## src/rtl/uart_cfg_rx.sv

```systemverilog
// UART receiver that collects PAR_NUM words into a staging bank and commits
// them atomically to cfg_data once a complete, error-free packet has arrived.
module uart_cfg_rx #(
  parameter int CLKS_PER_BIT = 52,
  parameter int DATA_BITS    = 8,
  parameter int PARITY       = 0,
  parameter int PAR_NUM      = 5,
  parameter int IDLE_TIMEOUT = 1040
) (
  input  logic                           clk,
  input  logic                           rst,
  input  logic                           uart_data,
  output logic [PAR_NUM*DATA_BITS-1:0]   cfg_data,
  output logic                           cfg_valid,
  output logic                           byte_valid,
  output logic                           frame_err,
  output logic                           parity_err,
  output logic [2:0]                     dbg_state_o
);

  localparam int CW = $clog2(CLKS_PER_BIT);
  localparam int TW = $clog2(IDLE_TIMEOUT + 1);
  localparam int IW = (PAR_NUM > 1) ? $clog2(PAR_NUM) : 1;
  localparam int BW = $clog2(DATA_BITS);
  localparam int WW = PAR_NUM * DATA_BITS;

  localparam logic [CW-1:0] HALF_BIT = CW'(CLKS_PER_BIT / 2 - 1);
  localparam logic [CW-1:0] FULL_BIT = CW'(CLKS_PER_BIT - 1);
  localparam logic [TW-1:0] TMO_MAX  = TW'(IDLE_TIMEOUT);
  localparam logic [IW-1:0] IDX_LAST = IW'(PAR_NUM - 1);
  localparam logic [BW-1:0] BIT_LAST = BW'(DATA_BITS - 1);
  localparam logic          ODD_PAR  = (PARITY == 2);

  typedef enum logic [2:0] {
    S_IDLE      = 3'd0,
    S_START     = 3'd1,
    S_DATA      = 3'd2,
    S_PARITY    = 3'd3,
    S_STOP      = 3'd4,
    S_WAIT_HIGH = 3'd5
  } state_t;

  state_t                 state_q;
  logic                   sync1_q, sync2_q, prev_q;
  logic [CW-1:0]          cnt_q;
  logic [BW-1:0]          bit_q;
  logic [TW-1:0]          tmo_q;
  logic [IW-1:0]          idx_q;
  logic [DATA_BITS-1:0]   shreg_q;
  logic                   par_ok_q;
  logic [WW-1:0]          stage_q, stage_d;
  logic [WW-1:0]          cfg_data_q;
  logic                   cfg_valid_q, byte_valid_q, frame_err_q, parity_err_q;
  logic                   fall;

  assign fall        = prev_q & ~sync2_q;
  assign cfg_data    = cfg_data_q;
  assign cfg_valid   = cfg_valid_q;
  assign byte_valid  = byte_valid_q;
  assign frame_err   = frame_err_q;
  assign parity_err  = parity_err_q;
  assign dbg_state_o = state_q;

  // Synchroniser and edge history idle high so reset release never looks like a start edge.
  always_ff @(posedge clk or posedge rst) begin
    if (rst) begin
      sync1_q <= 1'b1;
      sync2_q <= 1'b1;
      prev_q  <= 1'b1;
    end else begin
      sync1_q <= uart_data;
      sync2_q <= sync1_q;
      prev_q  <= sync2_q;
    end
  end

  always_comb begin
    stage_d = stage_q;
    stage_d[idx_q*DATA_BITS +: DATA_BITS] = shreg_q;
  end

  always_ff @(posedge clk or posedge rst) begin
    if (rst) begin
      state_q      <= S_IDLE;
      cnt_q        <= '0;
      bit_q        <= '0;
      tmo_q        <= '0;
      idx_q        <= '0;
      shreg_q      <= '0;
      par_ok_q     <= 1'b1;
      stage_q      <= '0;
      cfg_data_q   <= '0;
      cfg_valid_q  <= 1'b0;
      byte_valid_q <= 1'b0;
      frame_err_q  <= 1'b0;
      parity_err_q <= 1'b0;
    end else begin
      cfg_valid_q  <= 1'b0;
      byte_valid_q <= 1'b0;
      frame_err_q  <= 1'b0;
      parity_err_q <= 1'b0;
      case (state_q)
        S_IDLE: begin
          if (idx_q != '0) begin
            if (tmo_q == TMO_MAX) begin
              idx_q <= '0;
              tmo_q <= '0;
            end else begin
              tmo_q <= tmo_q + 1'b1;
            end
          end else begin
            tmo_q <= '0;
          end
          // A start edge wins over the timeout reset of tmo_q but keeps its idx clear.
          if (fall) begin
            state_q  <= S_START;
            cnt_q    <= HALF_BIT;
            par_ok_q <= 1'b1;
            tmo_q    <= '0;
          end
        end
        S_START: begin
          if (cnt_q == '0) begin
            if (!sync2_q) begin
              state_q <= S_DATA;
              cnt_q   <= FULL_BIT;
              bit_q   <= '0;
            end else begin
              state_q <= S_IDLE;
            end
          end else begin
            cnt_q <= cnt_q - 1'b1;
          end
        end
        S_DATA: begin
          if (cnt_q == '0) begin
            shreg_q <= {sync2_q, shreg_q[DATA_BITS-1:1]};
            cnt_q   <= FULL_BIT;
            if (bit_q == BIT_LAST) begin
              state_q <= (PARITY != 0) ? S_PARITY : S_STOP;
            end else begin
              bit_q <= bit_q + 1'b1;
            end
          end else begin
            cnt_q <= cnt_q - 1'b1;
          end
        end
        S_PARITY: begin
          if (cnt_q == '0) begin
            par_ok_q <= (sync2_q == ((^shreg_q) ^ ODD_PAR));
            cnt_q    <= FULL_BIT;
            state_q  <= S_STOP;
          end else begin
            cnt_q <= cnt_q - 1'b1;
          end
        end
        S_STOP: begin
          if (cnt_q == '0) begin
            if (!sync2_q) begin
              frame_err_q <= 1'b1;
              idx_q       <= '0;
              state_q     <= S_WAIT_HIGH;
            end else if (!par_ok_q) begin
              parity_err_q <= 1'b1;
              idx_q        <= '0;
              state_q      <= S_IDLE;
            end else begin
              byte_valid_q <= 1'b1;
              stage_q      <= stage_d;
              state_q      <= S_IDLE;
              if (idx_q == IDX_LAST) begin
                cfg_data_q  <= stage_d;
                cfg_valid_q <= 1'b1;
                idx_q       <= '0;
              end else begin
                idx_q <= idx_q + 1'b1;
              end
            end
          end else begin
            cnt_q <= cnt_q - 1'b1;
          end
        end
        S_WAIT_HIGH: begin
          if (sync2_q) state_q <= S_IDLE;
        end
        default: state_q <= S_IDLE;
      endcase
    end
  end

endmodule

```

## config.mk

```make
export PLATFORM = sky130hd
export DESIGN_NAME = uart_cfg_rx
export DESIGN_NICKNAME = d
export VERILOG_FILES = /design/src/rtl/uart_cfg_rx.sv
export SDC_FILE = /design/constraint.sdc
export NUM_CORES = 1
export LEC_CHECK = 0
export ABC_CLOCK_PERIOD_IN_PS = 7200
export CORE_MARGIN = 2
export CORE_UTILIZATION = 58
export CTS_BUF_LIST = sky130_fd_sc_hd__clkbuf_2
export DETAILED_ROUTE_END_ITERATION = 10
export GPL_ROUTABILITY_DRIVEN = 1
export GPL_TIMING_DRIVEN = 0
export PLACE_DENSITY_LB_ADDON = 0.05
export SLEW_MARGIN = 30
export SYNTH_ARGS = -nofsm -noshare
export SYNTH_HDL_FRONTEND = slang
export SYNTH_SLANG_ARGS = --single-unit
```

## constraint.sdc

```tcl
create_clock -name clk -period 7.2 [get_ports clk]
set_clock_uncertainty 0.15 [all_clocks]
set_input_delay 1.44 -clock clk [delete_from_list [all_inputs] [get_ports clk]]
set_output_delay 1.44 -clock clk [all_outputs]
set_load 0.005 [all_outputs]
```

==> flow_summary.json <==
{
  "drive_gt1_share_pct": 17.9,
  "root_buffer": "clkbuf_2",
  "worstHoldPathCells": 0,
  "gr-usage-met3_pct": 5.10,
  "timing.final.ws_setup_ns": 3.89,
  "core_um2": 9730,
  "fp.dieW_um": 104,
  "setup_violations": 0,
  "worstHoldEndpoint": "sync2_q$_DFF_PP1_",
  "finalSetupTns_ns": 0,
  "end_kind": "output pin",
  "crit_cells": 1,
  "place_area_um2": 6470,
  "postCtsHoldBufs": 0,
  "io_buffers": 49,
  "p_leak_uw": 0.00305,
  "tritoncts": "done",
  "async_reset_ff_share_pct": 100,
  "cp.required_ns": 5.61,
  "grtUsageTotal_pct": 23.7,
  "syn-num-nets": 522,
  "die-height_um": 104,
  "ant_nets": 0,
  "most-common-layout-cells": "dfrtp_1, nor2_1, clkdlybuf4s50_1",
  "rows": 36,
  "drt_pre_antenna_iters": 4,
  "max_slew_margin_pct": 43.6,
  "post_cts_resized": 0,
  "use_met2_pct": 36.4,
  "reg2reg_from": "idx_q[0]$_DFFE_PP0P_",
  "drv_cap": 0,
  "initial_utilization_pct": 59.3,
  "grt_start_max_net_pins": 77,
  "io-pin-count": 50,
  "cp_cell_sequence": "clkdlybuf4s50_1",
  "die-area_um2": 10800,
  "final-instance-count-excl-fill": 724,
  "syn2layout_area_growth_pct": 16.4,
  "path_clk_slew_ns": 0.18,
  "synth.cell_area_um2": 5770,
  "power_density_nw_per_um2": 207,
  "num_vias": 4058,
  "arrival_ns": 1.72,
  "dp_cells": 692,
  "max_slew.worst_pin.slew_ns": 0.846,
  "critPathMaxStageDelay_ns": 0.55,
  "dp_hpwl_um": 8010,
  "met1_usage_pct": 33.8,
  "max_clock_freq_mhz": 302,
  "path_max_fanout": 9,
  "finalHoldViolCount": 0,
  "period_needed_ns": 3.31,
  "grt-ovfl-total": 0,
  "crit_slowest_cell": "clkdlybuf4s50_1",
  "grt_antenna_before_repair": 0,
  "period_share_pct": 46.0,
  "slew_viol_final": 0,
  "r2r-end": "stage_q[22]$_DFFE_PP0P_",
  "cts_buffers": 17,
  "final_common_cell": "dfrtp_1",
  "drt_first_iter_violations": 166,
  "clkSinkCount": 122,
  "wl_per_cell_um": 16.2,
  "worstSetupPathType": "flop to output pin",
  "dp_slack_ns": 4.29,
  "gp_congestion": 0.818,
  "rr_worst_depth": 8,
  "vdd_drop_max_mv": 0.112,
  "rsz0062_at_grt": "false",
  "hp-start": "sync1_q$_DFF_PP1_",
  "yosys_most_used_dff": "dfrtp_1",
  "htree_num_levels": 4,
  "drc": 0,
  "diodes": 0,
  "post_cts_buffers": 0,
  "seq_area_frac_synth_pct": 53.0,
  "ys_seq_elements": 122,
  "cts_buffer_depth": 2,
  "grt_pass1_vias": 3910,
  "rrSetupSlack_ns": 4.27,
  "synth_warnings": 0,
  "yosys-top-cells-area": "dfrtp_1, mux2_2, mux2i_1, a21oi_1, nor2_1",
  "path_delay_family": "buffers and inverters",
  "synth_edf_count": 0,
  "synthCells": 509,
  "via_per_inst": 5.60,
  "crit_path_start": "dbg_state_o[1]$_DFFE_PP0P_",
  "drt_wl_total_um": 11700,
  "hold_class": "flop to flop",
  "status": "finished clean",
  "yosys.area.top_type_share_pct": 51.1,
  "yosysUniqueCellTypes": 55,
  "grt.busiest_layer": "met2",
  "nNetsFinal": 591,
  "final_cell_area_um2": 6720,
  "grt_pass1_wl_um": 20000,
  "synth_top_area_cell": "dfrtp_1",
  "start_kind": "flop",
  "syn_avg_cell_area_um2": 11.3,
  "clk_latency_ns": 0.68,
  "critPathBufInv": 1
}
[cell families after synthesis]
logic type,share of synthesized area (%)
adder cells (fa/ha/maj),2.17
AO/OA/AOI/OAI,9.17
flip-flops,53.0
multiplexers,17.7
AND/OR/NAND/NOR,13.0
XOR/XNOR,1.76
buffers and inverters,3.25
[worst max path at each step]
stage                                    end  slack, ns
floorplan               bit_q[0]$_DFFE_PP0P_       2.37
global placement    cfg_data[13]$_DFFE_PP0P_       0.73
detailed placement   cfg_data[0]$_DFFE_PP0P_       4.29
CTS                           dbg_state_o[1]       3.83
global route                  dbg_state_o[1]       3.78
finish                        dbg_state_o[1]       3.89
[state kept, by name, summed over array words and instances, names as in the netlist, 3 cells and up]
name / flops
cnt_q: 6
dbg_state_o: 3
tmo_q: 11
idx_q: 3
shreg_q: 8
stage_q: 40
bit_q: 3
cfg_data: 40
[report_power, final]
group | internal, uW | total, uW | switching [uW]
clock network | 196 | 455 | 259
logic | 85.4 | 197 | 111
registers | 713 | 741 | 28.6
[layer usage]
metal  share of wire [%]  vias up
li1                    -     1950
met1                  48     2016
met2                  47       81
met3                 4.0       11
met4                0.94        0
met5                   0        -
[area by class of cell]
class                   instances  area (um2)
plain buffers                  31         138
fillers                       756        3010
well taps                     133         166
clock inverters                12         149
inverters                      13        57.6
repair buffers                 50         518
multi-input cells             343        2540
flip-flops and latches        122        3060
clock buffers                  20         100
[cells in the mapped netlist (4+ instances only)]
library cell  instances
a31o_2                5
nor2_1               54
nand4_1               5
nor3_1                5
or2_2                 4
nand3_1              14
o211ai_1              4
o21ai_0              10
xnor2_1               6
a22o_1                6
dfrtp_1             118
mux2_2               41
clkbuf_1             25
nor2b_1              12
dfstp_2               4
ha_1                 10
nand2_1              19
mux2_4                8
a21oi_1              47
inv_1                12
mux2i_1              44
[stage by stage]
stage / hold slack (ns) / util [%] / power (uW)
floorplan: 0.195 / - / 895
global placement: 0.204 / 66.1 / 939
detailed placement: 0.206 / 66.5 / 949
CTS: 0.241 / 69.0 / 1400
global route: 0.251 / 69.1 / 1470
finish: 0.238 / 69.1 / 1390
Power figures use the tool's default switching activity.
